--- src/rtl/scan_seq_ctrl.sv ---
// scan_seq_ctrl: loads a pattern into a scan chain, captures once, unloads and compares the response
module scan_seq_ctrl #(
   parameter int CHAIN_LEN = 3,
   parameter int CNT_W = 4
) (
   input  logic                 clk,
   input  logic                 rst,
   input  logic                 start,
   input  logic [CHAIN_LEN-1:0] pattern,
   input  logic [CHAIN_LEN-1:0] expected,
   input  logic                 scan_out,
   output logic                 scan_en,
   output logic                 scan_in,
   output logic                 busy,
   output logic                 done,
   output logic [CHAIN_LEN-1:0] response,
   output logic                 fail
);
   localparam logic [2:0] IDLE = 3'd0, LOAD = 3'd1, CAPTURE = 3'd2, UNLOAD = 3'd3, DONE = 3'd4;
   localparam logic [CNT_W-1:0] LAST = CNT_W'(CHAIN_LEN - 1);
   logic [2:0] state;
   logic [CNT_W-1:0] cnt;
   logic [CHAIN_LEN-1:0] pat_q, exp_q, rsp_sh, rsp_nx, pat_sel;
   assign rsp_nx = {rsp_sh[CHAIN_LEN-2:0], scan_out};
   // MSB first: bit LAST-cnt of the latched pattern goes out this cycle
   assign pat_sel = pat_q >> (LAST - cnt);
   assign scan_en = state == LOAD || state == UNLOAD;
   assign scan_in = state == LOAD && pat_sel[0];
   assign busy = state == LOAD || state == CAPTURE || state == UNLOAD;
   assign done = state == DONE;
   always_ff @(posedge clk) begin
      if (rst) begin
         state <= IDLE;
         cnt <= '0;
         pat_q <= '0;
         exp_q <= '0;
         rsp_sh <= '0;
         response <= '0;
         fail <= 1'b0;
      end else begin
         case (state)
            IDLE: if (start) begin
               state <= LOAD;
               cnt <= '0;
               pat_q <= pattern;
               exp_q <= expected;
            end
            LOAD: begin
               cnt <= cnt + 1'b1;
               if (cnt == LAST) begin
                  state <= CAPTURE;
                  cnt <= '0;
               end
            end
            CAPTURE: begin
               state <= UNLOAD;
               cnt <= '0;
               rsp_sh <= '0;
            end
            UNLOAD: begin
               rsp_sh <= rsp_nx;
               cnt <= cnt + 1'b1;
               if (cnt == LAST) begin
                  state <= DONE;
                  cnt <= '0;
                  response <= rsp_nx;
                  fail <= rsp_nx != exp_q;
               end
            end
            DONE: state <= IDLE;
            default: begin
               state <= IDLE;
               cnt <= '0;
            end
         endcase
      end
   end
endmodule

--- config.mk ---
export PLATFORM = sky130hd
export DESIGN_NAME = scan_seq_ctrl
export DESIGN_NICKNAME = d
export VERILOG_FILES = /design/src/rtl/scan_seq_ctrl.sv
export SDC_FILE = /design/constraint.sdc
export NUM_CORES = 1
export LEC_CHECK = 0
export CORE_ASPECT_RATIO = 0.8
export CORE_MARGIN = 2
export CORE_UTILIZATION = 45
export CTS_CLUSTER_DIAMETER = 120
export DETAILED_ROUTE_END_ITERATION = 10
export GPL_TIMING_DRIVEN = 1
export PLACE_DENSITY_LB_ADDON = 0.12
export RECOVER_POWER = 50
export SLEW_MARGIN = 10
export SYNTH_ARGS = -nofsm -noshare
export SYNTH_HDL_FRONTEND = slang
export SYNTH_SLANG_ARGS = --single-unit
--- constraint.sdc ---
create_clock -name clk -period 5.2 [get_ports clk]
set_input_delay 1.56 -clock clk [delete_from_list [all_inputs] [get_ports clk]]
set_output_delay 1.56 -clock clk [all_outputs]
set_load 0.005 [all_outputs]
==> flow_metrics.env, run 1 <==
export IMPL_status="finished, final reports clean"
export IMPL_first_pass_iters=4
export IMPL_final_core_util=0.589
export IMPL_finalCritPeriodShare=0.724
export IMPL_cts_tree="built"
export IMPL_postCtsResizedCells=0
export IMPL_syn_inst=103
export IMPL_ys_types=27
export IMPL_top_usage_layer="met2"
export IMPL_finClkSkew_ns=0.00120
export IMPL_vias=737
export IMPL_use_met3=0.0655
export IMPL_critPathSlowestCell="dfxtp_1"
export IMPL_finalNetCount=133
export IMPL_ctsHoldBuffers=0
export IMPL_critPathKind="flop to output pin"
export IMPL_row_count=14
export IMPL_yosysWarnings=0
export IMPL_cpMostUsedCell="nor3_1"
export IMPL_rsz0062_at_grt="no"
export IMPL_rrSetupSlack_ns=3.78
export IMPL_worstPathCellList="inv_1 > ha_1 > nor3_1 > nor3_1 > o211ai_1 > a21oi_1 > clkdlybuf4s50_1"
export IMPL_diodes=0
export IMPL_cts_setup_buffers=0
export IMPL_netlist_area_leader_share=0.423
export IMPL_period_minus_slack_ns=3.76
export IMPL_p_leak_nw=0.451
export IMPL_clk_path_buf_depth=2
export IMPL_path_clk_slew_ns=0.11
export IMPL_die_area_um2=2370
export IMPL_grt_pass1_vias=652
export IMPL_cp_start_kind="flop"
export IMPL_endpoint_kind="output pin"
export IMPL_maxSlewViolCount=0
export IMPL_required_ns=3.64
export IMPL_area_growth_pct=23.0
export IMPL_portBuffers=17
export IMPL_initialDrtViolationCount=17
export IMPL_ys_seq_elements=19
export IMPL_drive_gt1_frac=0.0420
export IMPL_clock_latency_ns=0.29
export IMPL_met1_usage=0.237
export IMPL_synthesis_area_um2=898
export IMPL_max_cap_viol_count=0
export IMPL_multi_input_area_um2=485
export IMPL_die_width_um=54.0
export IMPL_cp_data_arrival_time_ns=2.20
export IMPL_h_tree_depth=1
export IMPL_cpPeakStageDelay_ns=0.53
export IMPL_hold_viol_final=0
export IMPL_clock_sinks=19
export IMPL_grt_max_degree=20
export IMPL_crit_cells=7
export IMPL_worst_slew_pin_slew_ns=0.657
export IMPL_yosysSeqAreaShare=0.423
export IMPL_fillers=155
export IMPL_startpoint="cnt[0]$_SDFFE_PP0P_"
export IMPL_fp_coreArea_um2=1870
export IMPL_cp_top_family="buffers and inverters"
export IMPL_grt_first_pass_wirelength_um=2860
export IMPL_antenna_left=0
export IMPL_cts_root_buf="clkbuf_4"
export IMPL_synth_area_leaders="dfxtp_1 42%, mux2i_1 11%, nor2_1 7.5%"
export IMPL_syn_avg_cell_area_um2=8.72
export IMPL_place_hpwl_um=1260
export IMPL_syn_nets=116
export IMPL_avgRoutedWirePerCell_um=11.8
export IMPL_yosysTopAreaCell="dfxtp_1"
export IMPL_fp_dieH_um=44.0
export IMPL_cp_endpoint="scan_in"
export IMPL_finalSetupTns_ns=0
export IMPL_max_slew_margin=0.561
export IMPL_grt_util_all_layers=0.168
export IMPL_fmax_mhz=266
export IMPL_routabilityCongestion=0.814
export IMPL_worstPathMaxFanout=10
export IMPL_powerDensity_nw_per_um2=243
export IMPL_r2r_end="response[1]$_SDFFE_PP0P_"
export IMPL_grt_overflow_total=0
export IMPL_r2r_start="cnt[0]$_SDFFE_PP0P_"
export IMPL_seqCellArea_um2=380
export IMPL_drt_wl_total_um=1690
export IMPL_timing_critical_path_buf_inv=2
export IMPL_num_io_pins=18
export IMPL_vias_per_cell=5.15
export IMPL_finalSetupViolCount=0
export IMPL_irDropWorstVdd_mv=0.204
export IMPL_drc_errors=0
export IMPL_reg2reg_depth=5
export IMPL_hold_class="flop to flop"
export IMPL_initial_core_util=0.479
export IMPL_numCtsBuffers=3
export IMPL_use_met2=0.241
export IMPL_power_total_mw=0.268
export IMPL_antenna_found_initial=0
## logic make-up after synthesis
family	after synthesis	synth area share
simple gates	40	0.224
compound gates	19	0.124
flops	19	0.423
mux	10	0.111
buf+inv	8	0.0362
xor+xnor	4	0.0390
fa+ha+maj	3	0.0418
## tightest hold or removal path, cell delays in order (launching register included)
cell	delay, ns
dfxtp_1	0.32
nand2_1	0.05
a21oi_1	0.06
## worst min-delay path by stage
stage,from,cells past startpoint,end,slack (ns)
2_1_floorplan,fail$_SDFFE_PP0P_,2,fail$_SDFFE_PP0P_,0.45
3_3_place_gp,fail$_SDFFE_PP0P_,2,fail$_SDFFE_PP0P_,0.45
3_5_place_dp,fail$_SDFFE_PP0P_,2,fail$_SDFFE_PP0P_,0.46
4_1_cts,fail$_SDFFE_PP0P_,2,fail$_SDFFE_PP0P_,0.47
5_1_grt,fail$_SDFFE_PP0P_,2,fail$_SDFFE_PP0P_,0.51
6_report,fail$_SDFFE_PP0P_,2,fail$_SDFFE_PP0P_,0.47
## metal layers
metal | part of all wire | up-vias
li1 | - | 390
met1 | 0.51 | 315
met2 | 0.42 | 28
met3 | 0.064 | 4
met4 | 0.012 | 0
met5 | 0 | -
## state kept, by name (all words and copies together) (netlist names)
signal    cells
pat_q         3
state         3
cnt           4
fail          1
response      3
rsp_sh        2
exp_q         3
## layout by cell type (no fill, tap or decap), drive strengths merged
master	count
dfxtp	19
nor2	18
clkdlybuf4s50	15
mux2i	10
a21oi	9
nand2	5
o21ai	4
nor3	4
inv	3
nand2b	3
nand3	3
xnor2	3
ha	3
clkbuf	3
and2	2
dlygate4sd3	2
nand4	2
a22oi	1
o211ai	1
and2b	1
a21o	1
xor2	1
nor2b	1
nand3b	1
a2bb2oi	1
a31o	1
a31oi	1
clkinv	1
## stage by stage
step	hold slack [ns]	instance area, µm²	instances	setup WS [ns]
global route	0.512	1100	143	1.27
finish	0.469	1100	143	1.44
CTS	0.472	1100	143	1.42
detailed placement	0.456	1080	139	1.77
global placement	0.445	1080	139	1.81
floorplan	0.453	898	103	2.26
## power breakdown
group,internal (mW),switching (mW),total [mW],leakage [nW]
clock network,0.0286,0.0454,0.0740,0.0177
registers,0.150,0.00618,0.157,0.155
logic,0.0206,0.0169,0.0375,0.279
total,0.200,0.0685,0.268,0.451
## synthesized netlist by cell type
cell,n
inv_1,3
and2_1,2
xor2_1,1
a22oi_1,1
nor2b_1,1
ha_1,3
clkbuf_1,3
o21ai_0,4
buf_2,2
nand3_1,3
nand2b_1,3
o211ai_1,1
a31oi_1,1
nor3_1,4
a31o_1,1
a21o_1,1
xnor2_1,3
a2bb2oi_1,1
mux2i_1,10
nor2_1,18
and2b_1,1
nand2_1,5
a21oi_1,9
nand4_4,1
nand3b_1,1
dfxtp_1,19
nand4_1,1
## cell type report
class,instances,area share
multi-input combinational,76,0.439
sequential,19,0.344
timing repair buffer,17,0.154
tap,24,0.0272
clock buffer,3,0.0204
inverter,3,0.0102
clock inverter,1,0.00453
No activity file was read; power rests on OpenSTA's default activity.
==> run 2: changes to the inputs <==
--- a/config.mk
+++ b/config.mk
@@ -7,7 +7,7 @@
 export LEC_CHECK = 0
 export CORE_ASPECT_RATIO = 0.8
 export CORE_MARGIN = 2
-export CORE_UTILIZATION = 45
+export CORE_UTILIZATION = 44
 export CTS_CLUSTER_DIAMETER = 120
 export DETAILED_ROUTE_END_ITERATION = 10
 export GPL_TIMING_DRIVEN = 1
==> constraint.sdc (replaced) <==
create_clock -name clk -period 3.4 [get_ports clk]
set_input_delay 1.02 -clock clk [delete_from_list [all_inputs] [get_ports clk]]
set_output_delay 1.02 -clock clk [all_outputs]
set_load 0.005 [all_outputs]
==> run 2 against run 1 <==
Combinational power rose by 51%. Design area grew 0.11%. Via count rose by 0.14%. Wire length is 2.1% lower. Hold slack improved by 0.0095 ns. Register-to-register slack got worse by 1.8 ns. Clock power grew 50%. Global-route usage shrank 0.38 points. Critical path type unchanged. Critical endpoint unchanged.
==> flow_metrics.env, run 2 (synthesis gave the netlist of run 1 again) <==
export IMPL_p_leak_nw=0.451
export IMPL_min_path_cells=2
export IMPL_endpoint_kind="output pin"
export IMPL_initialDrtViolationCount=8
export IMPL_p_int_mw=0.306
export IMPL_period_minus_slack_ns=3.13
export IMPL_reg2reg_depth=4
export IMPL_seqPwrFrac=0.588
export IMPL_vias=738
export IMPL_ctsHoldBuffers=0
export IMPL_critPathSlowestCell="clkdlybuf4s50_1"
export IMPL_clock_latency_ns=0.30
export IMPL_rrSetupSlack_ns=2.00
export IMPL_row_count=14
export IMPL_required_ns=2.38
export IMPL_regMostFlops="cnt"
export IMPL_area_growth_pct=23.1
export IMPL_worstPathCellList="inv_1 > ha_1 > nor3_1 > nor3_1 > o211ai_1 > a21oi_1 > clkdlybuf4s50_1"
export IMPL_hold_class="flop to flop"
export IMPL_numCtsBuffers=3
export IMPL_place_hpwl_um=1230
export IMPL_comb_power_share=0.139
export IMPL_cp_data_arrival_time_ns=2.11
export IMPL_clkPwrFrac=0.273
export IMPL_finalCritPeriodShare=0.922
export IMPL_final_core_util=0.579
export IMPL_layout_common_cells="18 x nor2_1, 18 x dfxtp_1, 15 x clkdlybuf4s50_1, 10 x mux2i_1, 9 x a21oi_1"
export IMPL_hold_viol_final=0
export IMPL_clk_path_buf_depth=2
export IMPL_r2r_start="cnt[1]$_SDFFE_PP0P_"
export IMPL_r2r_end="fail$_SDFFE_PP0P_"
export IMPL_finalSetupTns_ns=0
export IMPL_antenna_left=0
export IMPL_cpMostUsedCell="nor3_1"
export IMPL_p_sw_frac=0.250
export IMPL_powerDensity_nw_per_um2=369
export IMPL_portBuffers=17
export IMPL_cts_root_buf="clkbuf_4"
export IMPL_routabilityCongestion=0.808
export IMPL_cpPeakStageDelay_ns=0.51
export IMPL_max_slew_margin=0.544
export IMPL_grt_max_degree=20
export IMPL_drc_errors=0
export IMPL_finClkSkew_ns=0.00507
export IMPL_grt_first_pass_wirelength_um=2820
export IMPL_die_width_um=54.5
export IMPL_critPathKind="flop to output pin"
export IMPL_grt_util_all_layers=0.165
export IMPL_finalNetCount=133
export IMPL_status="finished, final reports clean"
export IMPL_clock_sinks=19
export IMPL_initial_core_util=0.471
export IMPL_rsz0062_at_grt="no"
export IMPL_fp_dieH_um=44.4
export IMPL_largest_reg_flops=4
export IMPL_max_cap_viol_count=0
export IMPL_drive_gt1_frac=0.0504
export IMPL_fp_coreArea_um2=1910
export IMPL_grt_pass1_vias=644
export IMPL_worstHoldStart="fail$_SDFFE_PP0P_"
export IMPL_diodes=0
export IMPL_avgRoutedWirePerCell_um=11.6
export IMPL_maxSlewViolCount=0
export IMPL_first_pass_iters=4
export IMPL_path_clk_slew_ns=0.10
export IMPL_h_tree_depth=1
export IMPL_finalSetupViolCount=0
export IMPL_die_area_um2=2420
export IMPL_drt_wl_total_um=1650
export IMPL_cp_start_kind="flop"
export IMPL_num_io_pins=18
export IMPL_cts_tree="built"
export IMPL_grt_overflow_total=0
export IMPL_p_switching_mw=0.102
export IMPL_worstPathMaxFanout=10
export IMPL_vias_per_cell=5.16
export IMPL_whs_endpoint="fail$_SDFFE_PP0P_"
export IMPL_antenna_found_initial=0
export IMPL_fmax_mhz=319
export IMPL_irDropWorstVdd_mv=0.292
export IMPL_worst_slew_pin_slew_ns=0.682
## run 2: power groups by stage
| stage | Combinational (mW) | Clock (mW) | Sequential [mW] |
|---|---|---|---|
| floorplan | 0.0412 | 0 | 0.239 |
| global placement | 0.0568 | 0 | 0.244 |
| detailed placement | 0.0577 | 0 | 0.245 |
| CTS | 0.0579 | 0.118 | 0.239 |
| global route | 0.0642 | 0.130 | 0.242 |
| finish | 0.0568 | 0.111 | 0.240 |
## run 2: worst max-delay path by stage
stage	startpoint	to	slack, ns	cells past startpoint
4_1_cts	cnt[0]$_SDFFE_PP0P_	scan_in	0.11	7
5_1_grt	cnt[0]$_SDFFE_PP0P_	scan_in	0.04	7
3_3_place_gp	cnt[0]$_SDFFE_PP0P_	scan_in	0.56	7
6_report	cnt[0]$_SDFFE_PP0P_	scan_in	0.27	7
3_5_place_dp	cnt[0]$_SDFFE_PP0P_	scan_in	0.47	7
2_1_floorplan	cnt[0]$_SDFFE_PP0P_	scan_in	1.0	7
## run 2: timing repair
| item | in CTS | in global routing |
|---|---|---|
| buffers inserted | 0 | 0 |
| endpoints found under the setup margin | 0 | 1 |
| gates resized for setup | 0 | 1 |
## run 2: per-stage QoR
step | cell area [µm²] | total power [mW] | setup slack [ns] | cells | hold slack (ns)
2_1_floorplan | 898 | 0.280 | 0.995 | 103 | 0.453
3_3_place_gp | 1080 | 0.301 | 0.555 | 139 | 0.447
3_5_place_dp | 1080 | 0.302 | 0.473 | 139 | 0.469
4_1_cts | 1100 | 0.415 | 0.113 | 143 | 0.485
5_1_grt | 1110 | 0.436 | 0.0392 | 143 | 0.514
6_report | 1110 | 0.408 | 0.266 | 143 | 0.478
## run 2: metal layers
layer  track usage  vias up  wire length (µm)
met3        0.0709        2               111
met1         0.217      332               804
met2         0.246       21               725
met5             0        -                 0
li1              -      383                 -
met4        0.0450        0                11
## run 2: area by class of cell
cell class,count,area (µm²)
well taps,24,30.0
clock inverters,1,5.00
repair buffers,17,170
clock buffers,3,22.5
fillers,179,803
inverters,3,11.3
multi-input cells,76,485
flip-flops and latches,19,382
## run 2: critical path: cells and delay by family, from the launching register on
family / cells / cell delay [ns]
buf+inv: 2 / 0.58
flops: 1 / 0.44
fa+ha+maj: 1 / 0.31
compound gates: 2 / 0.25
simple gates: 2 / 0.23
